**src/rtl/instr_buf_pkg.sv**
```systemverilog
// Shared types and helpers for the instruction reorder buffer.
// Holds the FSM state encoding and the index-width helper.
package instr_buf_pkg;

    typedef enum logic [1:0] {
        IDLE,
        FILL,
        RUN,
        DRAIN
    } state_t;

    function automatic int IDX_W(input int depth);
        return (depth > 1) ? $clog2(depth) : 1;
    endfunction

endpackage

```
**src/rtl/instr_buf_mem.sv**
```systemverilog
// Storage for the reorder buffer: DEPTH x IW word array plus per-slot valid bits.
// One synchronous write port, one asynchronous read port. Only the valid bits are reset.
module instr_buf_mem
    import instr_buf_pkg::*;
#(
    parameter  int IW    = 32,
    parameter  int DEPTH = 16,
    localparam int AW    = IDX_W(DEPTH)
) (
    input  logic             clk,
    input  logic             rst_n,
    input  logic             clr_all,
    input  logic             we,
    input  logic [AW-1:0]    waddr,
    input  logic [IW-1:0]    wdata,
    input  logic             vld_clr,
    input  logic [AW-1:0]    clr_addr,
    input  logic [AW-1:0]    raddr,
    output logic [IW-1:0]    rdata,
    output logic [DEPTH-1:0] valid
);

    logic [IW-1:0] mem [DEPTH];

    always_ff @(posedge clk) begin
        if (we) begin
            mem[waddr] <= wdata;
        end
    end

    // Read is combinational so a same-cycle swap returns the old word.
    assign rdata = mem[raddr];

    always_ff @(posedge clk or negedge rst_n) begin
        if (!rst_n) begin
            valid <= '0;
        end else if (clr_all) begin
            valid <= '0;
        end else begin
            if (we) begin
                valid[waddr] <= 1'b1;
            end
            if (vld_clr) begin
                valid[clr_addr] <= 1'b0;
            end
        end
    end

endmodule

```
**src/rtl/instr_reorder_buffer.sv**
```systemverilog
// Instruction reorder buffer: captures a stream sequentially, then emits entries in
// mapping-table index order, refilling each emptied slot with the next incoming word.
module instr_reorder_buffer
    import instr_buf_pkg::*;
#(
    parameter  int IW    = 32,
    parameter  int DEPTH = 16,
    localparam int AW    = IDX_W(DEPTH)
) (
    input  logic          clk,
    input  logic          rst_n,
    input  logic          flush,
    input  logic          in_valid,
    output logic          in_ready,
    input  logic [IW-1:0] in_data,
    input  logic          in_last,
    input  logic          idx_valid,
    output logic          idx_ready,
    input  logic [AW-1:0] idx,
    output logic          out_valid,
    input  logic          out_ready,
    output logic [IW-1:0] out_data,
    output logic          start,
    output logic [AW:0]   count,
    output logic          err
);

    state_t           state;
    state_t           state_nxt;
    logic [AW-1:0]    wr_ptr;
    logic [AW-1:0]    wr_ptr_nxt;
    logic [AW:0]      count_nxt;
    logic             slot_free;
    logic             in_rdy_c;
    logic             idx_rdy_c;
    logic             mem_we;
    logic [AW-1:0]    mem_waddr;
    logic             mem_clr;
    logic             emit;
    logic             err_set;
    logic [IW-1:0]    rd_data;
    logic [DEPTH-1:0] valid;

    instr_buf_mem #(
        .IW    (IW),
        .DEPTH (DEPTH)
    ) u_mem (
        .clk      (clk),
        .rst_n    (rst_n),
        .clr_all  (flush),
        .we       (mem_we && !flush),
        .waddr    (mem_waddr),
        .wdata    (in_data),
        .vld_clr  (mem_clr && !flush),
        .clr_addr (idx),
        .raddr    (idx),
        .rdata    (rd_data),
        .valid    (valid)
    );

    assign slot_free = !out_valid || out_ready;

    always_comb begin
        state_nxt  = state;
        wr_ptr_nxt = wr_ptr;
        count_nxt  = count;
        in_rdy_c   = 1'b0;
        idx_rdy_c  = 1'b0;
        mem_we     = 1'b0;
        mem_waddr  = wr_ptr;
        mem_clr    = 1'b0;
        emit       = 1'b0;
        err_set    = 1'b0;
        case (state)
            IDLE: begin
                in_rdy_c = 1'b1;
                if (in_valid) begin
                    mem_we     = 1'b1;
                    mem_waddr  = '0;
                    wr_ptr_nxt = AW'(1);
                    count_nxt  = count + (AW+1)'(1);
                    state_nxt  = in_last ? DRAIN : FILL;
                end
            end
            FILL: begin
                in_rdy_c = 1'b1;
                if (in_valid) begin
                    mem_we    = 1'b1;
                    count_nxt = count + (AW+1)'(1);
                    if (in_last) begin
                        state_nxt = DRAIN;
                    end else if (wr_ptr == AW'(DEPTH-1)) begin
                        state_nxt = RUN;
                    end else begin
                        wr_ptr_nxt = wr_ptr + AW'(1);
                    end
                end
            end
            RUN: begin
                // A swap needs both an index and a replacement word.
                in_rdy_c  = idx_valid && slot_free;
                idx_rdy_c = in_valid && slot_free;
                if (in_valid && idx_valid && slot_free) begin
                    mem_we    = 1'b1;
                    mem_waddr = idx;
                    emit      = 1'b1;
                    if (in_last) begin
                        state_nxt = DRAIN;
                    end
                end
            end
            DRAIN: begin
                idx_rdy_c = slot_free;
                if (idx_valid && slot_free) begin
                    if (valid[idx]) begin
                        emit      = 1'b1;
                        mem_clr   = 1'b1;
                        count_nxt = count - (AW+1)'(1);
                    end else begin
                        err_set = 1'b1;
                    end
                end
                if (count_nxt == '0) begin
                    state_nxt = IDLE;
                end
            end
            default: state_nxt = IDLE;
        endcase
    end

    // Handshakes are held off while reset is asserted.
    assign in_ready  = in_rdy_c && rst_n;
    assign idx_ready = idx_rdy_c && rst_n;
    assign start     = (state == RUN) || (state == DRAIN);

    always_ff @(posedge clk or negedge rst_n) begin
        if (!rst_n) begin
            state     <= IDLE;
            wr_ptr    <= '0;
            count     <= '0;
            out_valid <= 1'b0;
            out_data  <= '0;
            err       <= 1'b0;
        end else if (flush) begin
            state     <= IDLE;
            wr_ptr    <= '0;
            count     <= '0;
            out_valid <= 1'b0;
            err       <= 1'b0;
        end else begin
            state  <= state_nxt;
            wr_ptr <= wr_ptr_nxt;
            count  <= count_nxt;
            if (emit) begin
                out_valid <= 1'b1;
                out_data  <= rd_data;
            end else if (out_ready) begin
                out_valid <= 1'b0;
            end
            if (err_set) begin
                err <= 1'b1;
            end
        end
    end

endmodule

```
**config.mk**
```make
export PLATFORM = sky130hd
export DESIGN_NAME = instr_reorder_buffer
export DESIGN_NICKNAME = d
export VERILOG_FILES = /design/src/rtl/instr_buf_pkg.sv /design/src/rtl/instr_buf_mem.sv /design/src/rtl/instr_reorder_buffer.sv
export SDC_FILE = /design/constraint.sdc
export NUM_CORES = 1
export LEC_CHECK = 0
export ABC_AREA = 1
export CORE_UTILIZATION = 50
export CTS_BUF_LIST = sky130_fd_sc_hd__clkbuf_4 sky130_fd_sc_hd__clkbuf_8 sky130_fd_sc_hd__clkbuf_16
export CTS_CLUSTER_DIAMETER = 150
export CTS_CLUSTER_SIZE = 40
export DETAILED_ROUTE_END_ITERATION = 16
export GPL_TIMING_DRIVEN = 0
export PLACE_DENSITY = 0.67
export SLEW_MARGIN = 5
export SYNTH_ARGS = -nofsm -noshare
export SYNTH_HDL_FRONTEND = slang
export SYNTH_SLANG_ARGS = --single-unit
```
**constraint.sdc**
```tcl
create_clock -name clk -period 3.8 [get_ports clk]
set_input_delay 0.76 -clock clk [delete_from_list [all_inputs] [get_ports clk]]
set_output_delay 0.76 -clock clk [all_outputs]
set_load 0.01 [all_outputs]
```
# [Word-level counts from Yosys, hierarchy flattened]
# Memory sizes are Yosys's and may differ from the RTL's. A register that Yosys moved wholly into a read port is not among the register bits.
# Cells that the tools add are included.
[op_classes] bitwise=4 mux=54 eq_ne=13 n_lt_le_gt_ge=4 n_reduce_logical=26 n_addsub=3
[ops] operator="16-bit two-way mux" count=4
[ops] operator="4-bit two-way mux" count=7
[ops] operator="5-bit two-way mux" count=5
[ops] operator="3-bit != test, second input constant" count=7
[ops] operator="1-bit two-way mux" count=18
[ops] operator="2-bit two-way mux" count=9
[ops] operator="16-bit bitwise AND" count=1
[ops] operator="16-bit inverter" count=1
[ops] operator="16-bit bitwise OR" count=1
[ops] operator="4-bit case mux with 2 select lines" count=2
[ops] operator="1-bit logical AND" count=10
[ops] operator="4-bit by 5-bit less-than comparator with 1-bit output, second input constant" count=2
[ops] operator="5-bit case mux with 2 select lines" count=1
[ops] operator="3-bit nonzero test" count=3
[ops] operator="1-bit demux with 4-bit select" count=2
[ops] operator="4-bit by 1-bit >= comparator with 1-bit output, second input constant" count=2
[ops] operator="1-bit case mux with 2 select lines" count=4
[ops] operator="2-bit case mux with 4 select lines" count=1
[ops] operator="6-bit AND reduction" count=1
[ops] operator="5-bit by 1-bit adder with 5-bit output, second input constant" count=1
[ops] operator="5-bit logical NOT" count=1
[ops] operator="5-bit AND reduction" count=1
[ops] operator="5-bit by 1-bit subtractor with 5-bit output, second input constant" count=1
[ops] operator="4-bit by 1-bit adder with 4-bit output, second input constant" count=1
[ops] operator="other kinds (13)" count=18
[totals] ram_bits=512 reg_bits=29 in_bits=43 mem_count=1 output_inout_bits=42
[memory_table] name="u_mem.mem" depth=16 word_bits=32 rd=1 rd_clocked_by_memory_dff=1 write_ports=1 line="instr_buf_mem.sv:23" text="logic [IW-1:0] mem [DEPTH];"

# [Logic depth before layout (Yosys ltp)]
# Gate-level depths: netlist of run 1.
[depth] depth_word=15 ltp_mapped=18

# [By module]
# From an unflattened synthesis of run 1, not the netlist that was laid out.
[hier_totals] hier_cells=2527 area_unflattened_um2=25374.3
[by_module_without_submodules] mod="instr_buf_mem" area_each_um2=22815.6 n_inst=1 cells_each=2183
[by_module_without_submodules] mod="instr_reorder_buffer" area_each_um2=2558.7 n_inst=1 cells_each=344

# [Worst setup path after synthesis of run 1]
# Ideal clock, no wire load.
[synth_path] path_kind="in2reg" startpoint="input port idx_valid" endpoint="memory u_mem.mem[0][0] (enable)" setup_slack_ps=239 required_ps=3377 stages=10 t_arrival_ps=3138 path_buffers=0 cell_sequence="inv_1 > nor2_4 > nand2_1 > nand2_1 > nand2_1 > a22oi_1 > inv_1 > nor2_1 > inv_1 > nor2_1"
[synth_between] elab_chain_cells=7 word_cells_on_any_way=9 cone_classes="6 x mux; 3 x reduce/logical"
[synth_rtl] element="from (decl)" line="instr_reorder_buffer.sv:17" text="input logic idx_valid,"
[synth_rtl] element="1-bit logical AND (*) (2 in series)" line="instr_reorder_buffer.sv:103" text="if (in_valid && idx_valid && slot_free) begin"
[synth_rtl] element="1-bit two-way mux" line="instr_reorder_buffer.sv:103"
[synth_rtl] element="1-bit case mux with 2 select lines" line="instr_reorder_buffer.sv:74" text="case (state)"
[synth_rtl] element="1-bit logical AND" line="instr_reorder_buffer.sv:51" text=".we (mem_we && !flush),"
[synth_rtl] element="1-bit two-way mux" line="instr_buf_mem.sv:26" text="if (we) begin"
[synth_rtl] element="1-bit two-way mux (implied by the code)" line="instr_buf_mem.sv:27" text="mem[waddr] <= wdata;"
[synth_rtl] element="to (decl)" line="instr_buf_mem.sv:23"
# Mark *: on every way between the ends. The rest lies on a longest branch, timed or not.

# [Final worst setup path of run 1]
[layout_path] startpoint="input port idx[0]" endpoint="register out_data[13] (read register of u_mem.mem)"
[layout_between] elab_chain_cells=6
[layout_rtl] element="from (decl)" line="instr_reorder_buffer.sv:19" text="input logic [AW-1:0] idx,"
[layout_rtl] element="1-bit binary-select mux with 4-bit select" line="instr_reorder_buffer.sv:115" text="if (valid[idx]) begin"
[layout_rtl] element="1-bit two-way mux (implied by the code)" line="instr_reorder_buffer.sv:115"
[layout_rtl] element="1-bit two-way mux" line="instr_reorder_buffer.sv:115"
[layout_rtl] element="1-bit two-way mux" line="instr_reorder_buffer.sv:114" text="if (idx_valid && slot_free) begin"
[layout_rtl] element="1-bit case mux with 2 select lines" line="instr_reorder_buffer.sv:74"
[layout_rtl] element="2-bit AND reduction (no source line)"
[layout_rtl] element="to (decl)" line="instr_reorder_buffer.sv:22" text="output logic [IW-1:0] out_data,"
# Parallel ways exist; a longest one is shown, timed or not. The select of a mux whose other input is x is not followed.
# A chain may end at the register's enable or synchronous reset.

==> impl_metrics.tcl, run 1 <==
set metrics [dict create \
    grt_pass1_vias 13500 \
    crit_required_ns 4.28 \
    pwr_density_cell_mw_per_mm2 476 \
    avgRoutedWirePerCell_um 25.9 \
    busiest_layer "met2" \
    postCtsHoldBufs 0 \
    antenna_cells 0 \
    total_power_mw 11.8 \
    peakVddDrop_mv 0.304 \
    placed_area_sq_mm 0.0242 \
    dr.pass1.iters 6 \
    clkSinkCount 573 \
    fp-row-count 76 \
    cts_buffers 18 \
    die_x_um 212 \
    dr.first_iter.drc_count 1990 \
    startpoint "idx[0]" \
    antenna_left 0 \
    place.gp.congestion 0.862 \
    start_kind "primary input" \
    final_max_slew_viol_count 0 \
    antenna_found_initial 1 \
    drt-total-wl_mm 59.5 \
    worstRegToRegCells 11 \
    period_minus_slack_ns 3.42 \
    p_leak_nw 7.92 \
    relSlewSlack 0.304 \
    arrival_ns 3.90 \
    tightest_slew_ns 1.04 \
    cts_resized 0 \
    regArea_sq_mm 0.0169 \
    die_area_sq_mm 0.0449 \
    setup_ws_ns 0.380 \
    cts_tree "built" \
    io_buffer_count 83 \
    multiInputGateArea_sq_mm 0.00466 \
    ys_ff_latch 573 \
    max_freq_mhz 292 \
    path_class "in -> reg" \
    synthCells 1573 \
    synth_fp_nets 1623 \
    yosys_warnings 0 \
    gr-total-overflow 0 \
    yosys.cell_types.count 32 \
    drcViolationCount 0 \
    cts_max_level 1 \
    place_hpwl_mm 38.5 \
    initial_utilization 0.509 \
    whs_ns 0.0678 \
    setup_viol_count_final 0 \
    n_fill_cell 3390 \
    use_met3 0.0368 \
    outcome "completed" \
    grt_usage 0.268 \
    rsz0062_at_grt "false" \
    end_kind "register" \
    drive_gt1_frac 0.0609 \
    post-route-period-util 0.900 \
    cap_violations 0 \
    synth_seq_area_share 0.767 \
    hp-class "in -> async" \
    core_region_area_sq_mm 0.0433 \
    dp_slack_ns -0.178 \
    via_count 14100 \
    r2r_setup_slack_ns 0.70 \
    hold_viol 0 \
    insertion_delay_ns 0.58 \
    vias_per_cell 6.15 \
    cts_max_path_buffers 3 \
    critPathMaxFanout 10 \
    finClkSkew_ns 0.0506 \
    clk_pin_slew_ns 0.15 \
    timing.rr.start "state[1]" \
    grt_first_pass_wirelength_mm 87.3 \
    grt_max_degree 42 \
    crit_path_end "out_data[13]" \
    num_io_pins 85 \
    synth.avg_cell_area_sq_um 14.0 \
    finalNetCount 1746 \
    cts_setup_buffers 0 \
    synthToLayoutAreaGrowth_pct 12.3 \
    design_area_sq_mm 0.0247 \
    die_h_um 212 \
    met1_usage 0.374 \
    grt_use_met2 0.447 \
    root_buffer "clkbuf_16" \
    netlist_area_sq_mm 0.0220 \
    rr_endpoint "u_mem.mem[0][27]" \
]
-- registers in the layout (all words and copies together) (netlist names) --
signal       count
u_mem.mem      512
out_data        32
u_mem.valid     16
count            5
wr_ptr           4
state            2
err              1
out_valid        1
-- cells in the mapped netlist (all sizes together) --
library cell	number	area share
edfxtp	512	0.70
nand2	250	0.043
nand3	141	0.032
a22oi	130	0.044
a31oi	129	0.037
nor2	73	0.013
o21ai	67	0.015
clkbuf	61	0.010
dfrtp	61	0.069
inv	42	0.0072
buf	33	0.0087
nor4	32	0.0091
a21oi	13	0.0030
ha	7	0.0040
nor3	6	0.0016
o22ai	4	0.0011
clkinv	3	0.00051
xor2	3	0.0012
o211ai	2	0.00068
nand4	1	0.00028
o221ai	1	0.00040
o31ai	1	0.00034
xnor2	1	0.00040
-- kinds of logic after synthesis --
kind of cell | Yosys count | share of synthesized area
flip-flops | 573 | 0.767
buffers and inverters | 139 | 0.0268
AO/OA/AOI/OAI | 347 | 0.102
adder cells (fa/ha/maj) | 7 | 0.00397
AND/OR/NAND/NOR | 503 | 0.0989
XOR/XNOR | 4 | 0.00159
-- how the worst min path moves through the flow --
stage                               to          from  cells after the start  slack [ns]
after global routing         wr_ptr[3]         rst_n                      1        0.08
after floorplan               count[0]         rst_n                      0        0.46
after CTS                    wr_ptr[0]         rst_n                      1        0.08
final                        wr_ptr[3]         rst_n                      1        0.07
after global placement    out_data[14]  out_data[14]                      2        0.47
after detailed placement   out_data[2]   out_data[2]                      2        0.47
-- layout make-up --
cell class,count,area share
buffer,94,0.0170
clock buffer,31,0.0229
clock inverter,1,0.00121
inverter,45,0.00683
multi-input combinational,861,0.188
sequential,573,0.683
tap,585,0.0296
timing repair buffer,103,0.0512
-- worst max-delay path, stage by stage --
cell and delay [ns]:
clkdlybuf4s50_1 0.64, inv_2 0.17, nor2_1 0.45, clkbuf_1 0.57
clkbuf_1 0.66, a22oi_1 0.15, a31oi_1 0.24, nor4_1 0.10
o21ai_0 0.16
-- placed cells by master, fill, tap and decap left out, drive strengths merged --
| master | n |
|---|---|
| edfxtp | 512 |
| nand2 | 250 |
| nand3 | 141 |
| a22oi | 130 |
| a31oi | 129 |
| clkbuf | 92 |
| clkdlybuf4s50 | 82 |
| nor2 | 73 |
| o21ai | 67 |
| dfrtp | 61 |
| buf | 54 |
| inv | 42 |
| nor4 | 32 |
| a21oi | 13 |
| ha | 7 |
| nor3 | 6 |
| o22ai | 4 |
| clkinv | 4 |
| xor2 | 3 |
| o211ai | 2 |
| o221ai | 1 |
| o31ai | 1 |
| nand4 | 1 |
| xnor2 | 1 |
-- layer usage --
| metal | vias to the layer above | share of wire |
|---|---|---|
| met5 | - | 0.00024 |
| met4 | 2 | 0.022 |
| met3 | 76 | 0.093 |
| met2 | 753 | 0.49 |
| met1 | 7062 | 0.40 |
| li1 | 6213 | - |
-- where the power goes --
| group | switching, mW | total [mW] | internal [mW] |
|---|---|---|---|
| clock | 1.79 | 2.85 | 1.06 |
| combinational | 1.02 | 1.64 | 0.626 |
| sequential | 0.145 | 7.29 | 7.15 |
-- metrics by stage --
step | utilization | TNS (ns) | instances
finish | 0.572 | 0 | 2293
global route | 0.572 | 0 | 2293
CTS | 0.572 | 0 | 2293
detailed placement | 0.558 | -2.20 | 2261
global placement | 0.545 | -1117.57 | 2241
floorplan | - | 0 | 1573
(Power assumes the default switching activity.)
==> inputs of run 2 (changes only) <==
- GPL_TIMING_DRIVEN: 0 -> not set
==> run 2 against run 1 <==
Effect of this change: via count down 5.0%; core utilization down 0.63 points; combinational power down 4%; cell count down 2.9%; total power down 0.78%; clock skew up 0.0040 ns; highest routed layer is now met4.
==> impl_metrics.tcl, run 2 (same netlist as run 1, synthesis figures left out) <==
set metrics [dict create \
    die_h_um 212 \
    setup_viol_count_final 0 \
    grt_pass1_vias 12800 \
    cts_setup_buffers 0 \
    antenna_left 0 \
    finClkSkew_ns 0.0546 \
    place.gp.congestion 0.857 \
    finalNetCount 1680 \
    fp-row-count 76 \
    num_io_pins 85 \
    end_kind "output pin" \
    critPathMaxFanout 10 \
    drcViolationCount 0 \
    n_fill_cell 3418 \
    largest_register_ffs 512 \
    whs_ns 0.370 \
    crit_required_ns 3.04 \
    fin_util 0.566 \
    postCtsHoldBufs 0 \
    cts_max_path_buffers 3 \
    synthToLayoutAreaGrowth_pct 11.1 \
    regMostFlops "u_mem.mem" \
    cts_tree "built" \
    drive_gt1_frac 0.0682 \
    setup_tns_ns 0 \
    initial_utilization 0.509 \
    antenna_cells 0 \
    rsz0062_at_grt "false" \
    arrival_ns 2.63 \
    die_area_sq_mm 0.0449 \
    root_buffer "clkbuf_16" \
    max_stage_delay_ns 0.56 \
    cts_max_level 1 \
    worstPathBufferInverterCount 4 \
    final_max_slew_viol_count 0 \
    grt_usage 0.239 \
    final_common_cell "edfxtp_1" \
    cts_buffers 18 \
    clk_pin_slew_ns 0.16 \
    r2r_setup_slack_ns 0.98 \
    peakVddDrop_mv 0.290 \
    dr.first_iter.drc_count 1472 \
    dr.pass1.iters 7 \
    crit_slowest_cell "clkdlybuf4s50_1" \
    die_x_um 212 \
    period_minus_slack_ns 3.39 \
    post-route-period-util 0.892 \
    core_region_area_sq_mm 0.0433 \
    gr-total-overflow 0 \
    top_regs "u_mem.mem x512, out_data x32, u_mem.valid x16" \
    p_leak_nw 7.83 \
    path_class "in -> out" \
    via_count 13400 \
    cap_violations 0 \
    hold_viol 0 \
    final_cell_mix "edfxtp_1, nand2_1, nand3_1" \
    max_freq_mhz 295 \
    grt_max_degree 120 \
    insertion_delay_ns 0.58 \
    hp-class "in -> async" \
    tightest_slew_ns 0.919 \
    pwr_density_cell_mw_per_mm2 478 \
    place_hpwl_mm 31.2 \
    io_buffer_count 84 \
    antenna_found_initial 0 \
    avgRoutedWirePerCell_um 23.9 \
    cts_resized 0 \
    outcome "completed" \
    cpLargestDelayFamily "buffers and inverters" \
    relSlewSlack 0.387 \
    start_kind "primary input" \
    drt-total-wl_mm 53.2 \
    vias_per_cell 6.02 \
    crit_chain "clkdlybuf4s50_1 -> inv_1 -> nor2_4 -> inv_1 -> o21ai_0 -> nand2_1 -> nor2_1 -> clkdlybuf4s50_1" \
    clkSinkCount 573 \
    grt_first_pass_wirelength_mm 80.4 \
]
-- run 2: cell types whose count changed in the layout (fill, tap and decap cells not counted), sizes merged --
cell | previous run | this run
clkbuf | 92 | 31
buf | 54 | 50
clkdlybuf4s50 | 82 | 81
-- run 2: metal layers --
metal,global-route usage,wire (um)
met5,0,0
met4,0.0550,1100
met3,0.0277,3790
met2,0.386,25500
met1,0.350,22800
-- run 2: where the power goes --
part	switching [mW]	internal [mW]	leakage, nW
clock network	1.76	1.06	0.301
logic	0.969	0.615	2.11
registers	0.146	7.15	5.42
total	2.87	8.82	7.83
-- run 2: through the flow --
| stage | setup WS (ns) | instances | instance area [sq um] | power (mW) |
|---|---|---|---|---|
| floorplan | 0.239 | 1573 | 22000 | 8.22 |
| global placement | 0.371 | 2195 | 23900 | 9.00 |
| detailed placement | 0.317 | 2195 | 23900 | 9.03 |
| CTS | 0.443 | 2227 | 24500 | 11.8 |
| global route | 0.333 | 2227 | 24500 | 12.1 |
| finish | 0.410 | 2227 | 24500 | 11.7 |
-- run 2: area by class of cell --
| type | instances | area [sq um] | area share |
|---|---|---|---|
| timing repair buffer | 131 | 1390 | 0.0566 |
| tap | 585 | 732 | 0.0299 |
| multi-input combinational | 861 | 4690 | 0.192 |
| clock buffer | 31 | 566 | 0.0231 |
| clock inverter | 1 | 30.0 | 0.00123 |
| inverter | 45 | 169 | 0.00690 |
| sequential | 573 | 16900 | 0.691 |
-- run 2: worst paths after layout --
path,end,cells past startpoint,start
worst min-delay path,count[0],2,rst_n
worst max-delay path,in_ready,8,idx_valid
worst min register to register,out_data[14],2,out_data[14]
worst max register to register,u_mem.valid[3],13,state[0]
max in group asynchronous,out_data[4],2,rst_n
min in group clk,out_data[14],2,out_data[14]
